`src/rtl/uart_tx_ctrl.sv`:
```
// UART transmit frame sequencer: start bit, LSB-first data, optional parity bit, stop bit.
// One bit per clk. All outputs are registered. Requests are taken only in IDLE; requests seen while busy are dropped.
module uart_tx_ctrl #(
  parameter int DATA_WIDTH = 8
) (
  input  logic                  clk,
  input  logic                  reset,
  input  logic [DATA_WIDTH-1:0] data_in,
  input  logic                  data_valid_in,
  input  logic                  par_en_in,
  input  logic                  par_type_in,
  input  logic                  par_bit_in,
  output logic [DATA_WIDTH-1:0] par_data_out,
  output logic                  par_type_out,
  output logic                  par_data_valid_out,
  output logic                  tx_out,
  output logic                  busy_out,
  output logic                  done_out
);

  localparam int CW = $clog2(DATA_WIDTH + 1);
  localparam logic [CW-1:0] LAST = CW'(DATA_WIDTH - 1);

  typedef enum logic [2:0] {IDLE, START, DATA, PARITY, STOP} state_t;

  state_t                state_q, state_d;
  logic [DATA_WIDTH-1:0] shift_q, shift_d;
  logic [CW-1:0]         cnt_q, cnt_d;
  logic                  par_en_q, par_en_d;
  logic [DATA_WIDTH-1:0] par_data_d;
  logic                  par_type_d, par_vld_d;
  logic                  tx_d, busy_d, done_d;

  always_ff @(posedge clk or posedge reset) begin
    if (reset) begin
      state_q            <= IDLE;
      shift_q            <= '0;
      cnt_q              <= '0;
      par_en_q           <= 1'b0;
      par_data_out       <= '0;
      par_type_out       <= 1'b0;
      par_data_valid_out <= 1'b0;
      tx_out             <= 1'b1;
      busy_out           <= 1'b0;
      done_out           <= 1'b0;
    end else begin
      state_q            <= state_d;
      shift_q            <= shift_d;
      cnt_q              <= cnt_d;
      par_en_q           <= par_en_d;
      par_data_out       <= par_data_d;
      par_type_out       <= par_type_d;
      par_data_valid_out <= par_vld_d;
      tx_out             <= tx_d;
      busy_out           <= busy_d;
      done_out           <= done_d;
    end
  end

  // Each branch computes the outputs for the state being entered, so the
  // registered outputs line up with the state they belong to.
  always_comb begin
    state_d    = state_q;
    shift_d    = shift_q;
    cnt_d      = cnt_q;
    par_en_d   = par_en_q;
    par_data_d = par_data_out;
    par_type_d = par_type_out;
    par_vld_d  = 1'b0;
    tx_d       = 1'b1;
    busy_d     = 1'b0;
    done_d     = 1'b0;
    case (state_q)
      IDLE: begin
        if (data_valid_in) begin
          shift_d    = data_in;
          par_data_d = data_in;
          par_type_d = par_type_in;
          par_en_d   = par_en_in;
          par_vld_d  = 1'b1;
          state_d    = START;
          tx_d       = 1'b0;
          busy_d     = 1'b1;
        end
      end
      START: begin
        state_d = DATA;
        cnt_d   = '0;
        tx_d    = shift_q[0];
        shift_d = shift_q >> 1;
        busy_d  = 1'b1;
      end
      DATA: begin
        busy_d = 1'b1;
        if (cnt_q == LAST) begin
          cnt_d = '0;
          if (par_en_q) begin
            state_d = PARITY;
            tx_d    = par_bit_in;
          end else begin
            state_d = STOP;
            done_d  = 1'b1;
          end
        end else begin
          cnt_d   = cnt_q + CW'(1);
          tx_d    = shift_q[0];
          shift_d = shift_q >> 1;
        end
      end
      PARITY: begin
        state_d = STOP;
        busy_d  = 1'b1;
        done_d  = 1'b1;
      end
      STOP: begin
        state_d = IDLE;
      end
      default: begin
        state_d = IDLE;
      end
    endcase
  end

endmodule

```
`config.mk`:
```
export PLATFORM = sky130hd
export DESIGN_NAME = uart_tx_ctrl
export DESIGN_NICKNAME = d
export VERILOG_FILES = /design/src/rtl/uart_tx_ctrl.sv
export SDC_FILE = /design/constraint.sdc
export NUM_CORES = 1
export LEC_CHECK = 0
export ABC_AREA = 1
export BUFFER_PORTS_ARGS = -buffer_cell sky130_fd_sc_hd__clkbuf_2
export CORE_MARGIN = 2
export CORE_UTILIZATION = 57
export DETAILED_ROUTE_END_ITERATION = 8
export PLACE_DENSITY = 0.88
export SYNTH_ARGS = -nofsm -noshare
export SYNTH_HDL_FRONTEND = slang
export SYNTH_SLANG_ARGS = --single-unit
```
`constraint.sdc`:
```
create_clock -name clk -period 2.74 [get_ports clk]
set_clock_uncertainty 0.05 [all_clocks]
set_input_delay 0.548 -clock clk [delete_from_list [all_inputs] [get_ports clk]]
set_output_delay 0.548 -clock clk [all_outputs]
set_load 0.02 [all_outputs]
```
* Yosys cells after proc, flatten, opt, wreduce, memory -nomap -nowiden *
Cells that the tools add are included.

cells by class
  add/subtract/negate cells = 1
  eq/ne operators = 7
  mux-type cells = 19
  reductions and logical operators = 7

operators by type and width
  kind                 number
  $pmux 8 s3           1
  $mux 8               2
  $pmux 3 s4           1
  $mux 3               3
  $pmux 4 s2           1
  $mux 1               7
  $eq 3x2->1 const B   2
  $ne 2x2->1 const B   3
  $add 4x1->4 const B  1
  $eq 4x3->1 const B   1
  $mux 4               1
  $pmux 1 s2           2
  $reduce_and 2->1     2
  $eq 3x1->1 const B   1
  $logic_not 3->1      1
  $pmux 1 s3           1
  $reduce_and 3->1     1
  $reduce_bool 3->1    1
  $reduce_or 3->1      1
  $reduce_bool 2->1    1

word-level totals
  flip-flop bits (word level) = 29
  bits of input ports = 14
  output and inout bits = 13
  word-level logic and storage cells = 44

* Logic depth before layout (Yosys ltp) *
  depth in word-level cells = 3
  gate-level depth with buffers = 8

* Worst setup path after synthesis *
Ideal clock, no wire load.

  path type = reg-to-reg
  start point = register cnt_q[0]
  end point = register shift_q[0]
  setup time = 0.065 ns
  data arrival time = 1.146 ns
  slack = 1.479 ns
  stages on the path, launching flop included = 9
  buffers on the path = 0
  clock period less this slack = 1.261 ns
  path through = dfrtp_1 -> ha_1 -> nand2_1 -> nor2_1 -> nand2_2 -> nand2_1 -> nor2_4 -> nand2_1 -> nand2_1

on the way
  cells in the longest elaborated chain, start to end = 3

ends and longest elaborated chain
  item                        RTL line  source
  from (decl)                 28        logic [CW-1:0] cnt_q, cnt_d;
  from (signal assigned)      49        cnt_q <= cnt_d;
  $eq 4x3->1                  95        if (cnt_q == LAST) begin
  $ne 2x2->1 (no line)        -
  $reduce_and 3->1 (no line)  -
  to (signal assigned)        48        shift_q <= shift_d;
  to (decl)                   27        logic [DATA_WIDTH-1:0] shift_q, shift_d;

Every way passes these cells.
A chain may end at the register's enable or synchronous reset.

* Final worst setup path *
  start point = register tx_out
  end point = output port tx_out

RTL lines
  item                    RTL line  source
  from (decl)             16        output logic tx_out,
  from (signal assigned)  54        tx_out <= tx_d;

No word-level cell between the ends.

==> flow_metrics.env <==
export IMPL_final_instance_count_excl_fill=221
export IMPL_avgSynthCellArea_um2=8.40
export IMPL_path_cells="clkbuf_2"
export IMPL_post_drt_via_cell_ratio=5.35
export IMPL_cts_tree="yes"
export IMPL_synthMuxAreaShare_pct=0
export IMPL_cts_resized=0
export IMPL_worst_pin_slew_ps=407
export IMPL_die_w_um=52.9
export IMPL_nNetsFinal=207
export IMPL_antennaDiodeCount=0
export IMPL_detail_route_antenna_nets=0
export IMPL_syn_inst=162
export IMPL_powerDensity_mw_per_mm2=1230
export IMPL_io_buffers=26
export IMPL_finalHoldViolCount=0
export IMPL_endpoint_kind="output port"
export IMPL_pin_count=27
export IMPL_synth_xor_area_share_pct=0.643
export IMPL_setup_viol=0
export IMPL_dp_hpwl_um=1980
export IMPL_cpMaxStageDelayCell="dfstp_2"
export IMPL_fp_coreArea_mm2=0.00223
export IMPL_clock_latency_ps=330
export IMPL_crit_type="reg -> out"
export IMPL_cp_required_ps=2140
export IMPL_clockBufferDepth=2
export IMPL_cts_root_buffer="clkbuf_4"
export IMPL_timing_rr_end="par_data_out[7]"
export IMPL_ys_seq_area_share_pct=53.4
export IMPL_rows=17
export IMPL_initial_core_util_pct=61.0
export IMPL_gp_congestion=0.925
export IMPL_yosys_area_share_simple_pct=35.4
export IMPL_synth_compound_area_share_pct=4.41
export IMPL_status="finished, final reports clean"
export IMPL_post_cts_repair_setup_buffers=0
export IMPL_num_vias=1182
export IMPL_grtUsageTotal_pct=25.0
export IMPL_dr_pass1_iters=5
export IMPL_numCtsBuffers=5
export IMPL_yosysWarningCount=0
export IMPL_synth_fp_nets=177
export IMPL_yosys_register_bits=29
export IMPL_antenna_found_initial=0
export IMPL_drt_initial_drc_count=41
export IMPL_leakage_uw=0.000890
export IMPL_grt_pass1_wl_um=4890
export IMPL_setup_tns_ps=0
export IMPL_period_share_pct=58.5
export IMPL_critPathTopFamily="flip-flops"
export IMPL_rr_worst_depth=6
export IMPL_drcViolationCount=0
export IMPL_r2r_start="state_q[0]"
export IMPL_critPathBufInv=1
export IMPL_synth_area_mm2=0.00136
export IMPL_layout_commonest_cell="nand2_1"
export IMPL_mostFrequentLayoutCells="nand2_1, dfrtp_1, clkbuf_2"
export IMPL_crit_path_max_incr_delay_ps=530
export IMPL_reg2reg_slack_ps=1140
export IMPL_fin_crit_ps=1600
export IMPL_relSlewSlack_pct=72.8
export IMPL_grt_max_degree=30
export IMPL_synth_distinct_cells=22
export IMPL_die_y_um=52.9
export IMPL_drive_above_1_share_pct=28.0
export IMPL_cp_start_kind="register"
export IMPL_clk_pin_slew_ps=90
export IMPL_slew_viol_final=0
export IMPL_cp_arrival_ps=1000
export IMPL_die_area_mm2=0.00280
export IMPL_cp_max_fo=1
export IMPL_clock_sinks=29
export IMPL_grt_remaining_overflow=0
export IMPL_grt_pass1_vias=1128
export IMPL_place_inst=213
export IMPL_h_tree_depth=2
export IMPL_postCtsHoldBufs=0
export IMPL_synth_top_family_by_area="simple AND/OR/NAND/NOR gates"
export IMPL_routed_wl_um=2900
export IMPL_maxCapViolations=0
export IMPL_timing_fmax_mhz=624
export IMPL_routedWlPerCell_um=13.1
export IMPL_grt_setup_unrepaired="false"
export IMPL_synth_fa_ha_area_share_pct=0.919
export IMPL_ir_drop_v=0.000647
export IMPL_hold_path_class="in -> async"
export IMPL_syn2layout_area_growth_pct=14.8
cell usage after synthesis (all sizes together):
library cell	number	share of area [%]
nand3	17	7.4
or2	1	0.46
o21ai	6	2.8
nand3b	1	0.55
a21oi	3	1.1
inv	8	2.2
ha	1	0.92
xor2	1	0.64
nand2	82	23
dfstp	1	1.9
buf	4	3.0
nor2	8	3.9
dfrtp	28	51
o21a	1	0.55
per-stage QoR:
step                      total power, uW  worst slack, ps  hold slack [ps]  area, um^2  utilization, %
final                                1920             1140              200        1560            70.0
after global routing                 2070              985              248        1560            70.0
after CTS                            1920             1120              207        1560            70.0
after detailed placement             1600             1140              415        1490            66.8
after global placement               1570             1230              409        1490            66.8
after floorplan                      1410             1480              399        1360               -
kinds of logic (layout without fill, tap and decap cells):
logic type                 after synthesis  after routing
AOI/OAI and AO/OA                       10             10
xor gates and xnor gates                 1              1
and+or+nand+nor                        109            109
DFF                                     29             29
buffers and inverters                   12             43
adders and majority gates                1              1
power by group:
group / switching (uW) / internal, uW
logic: 580 / 278
clock network: 151 / 149
registers: 134 / 624
cell type report:
type                    instances  area [um^2]
clock buffers                   7         65.1
clock inverters                 1         5.00
fillers                       175          671
inverters                       8         30.0
multi-input cells             121          563
flip-flops and latches         29          727
well taps                      28         35.0
repair buffers                 27          138
routing by layer:
metal | track usage (%) | part of all wire (%) | vias up
met3 | 8.47 | 7.1 | 9
li1 | - | - | 569
met1 | 29.5 | 44 | 545
met4 | 15.8 | 2.5 | 0
met5 | 0 | 0 | -
met2 | 39.0 | 46 | 59
state kept, by name, indices dropped and copies added, names as in the netlist:
signal,count
busy_out,1
cnt_q,4
done_out,1
par_data_out,8
par_data_valid_out,1
par_en_q,1
par_type_out,1
shift_q,8
state_q,3
tx_out,1
worst max path at each step:
stage                   from              end  slack, ps  cells past startpoint
2_1_floorplan       cnt_q[0]       shift_q[0]       1480                      8
3_3_place_gp   data_valid_in       shift_q[7]       1230                      5
3_5_place_dp      state_q[0]       shift_q[7]       1140                      5
4_1_cts               tx_out           tx_out       1120                      1
5_1_grt           state_q[0]  par_data_out[7]        980                      6
6_report              tx_out           tx_out       1140                      1
Note: power is estimated with default switching activity, not from simulation.
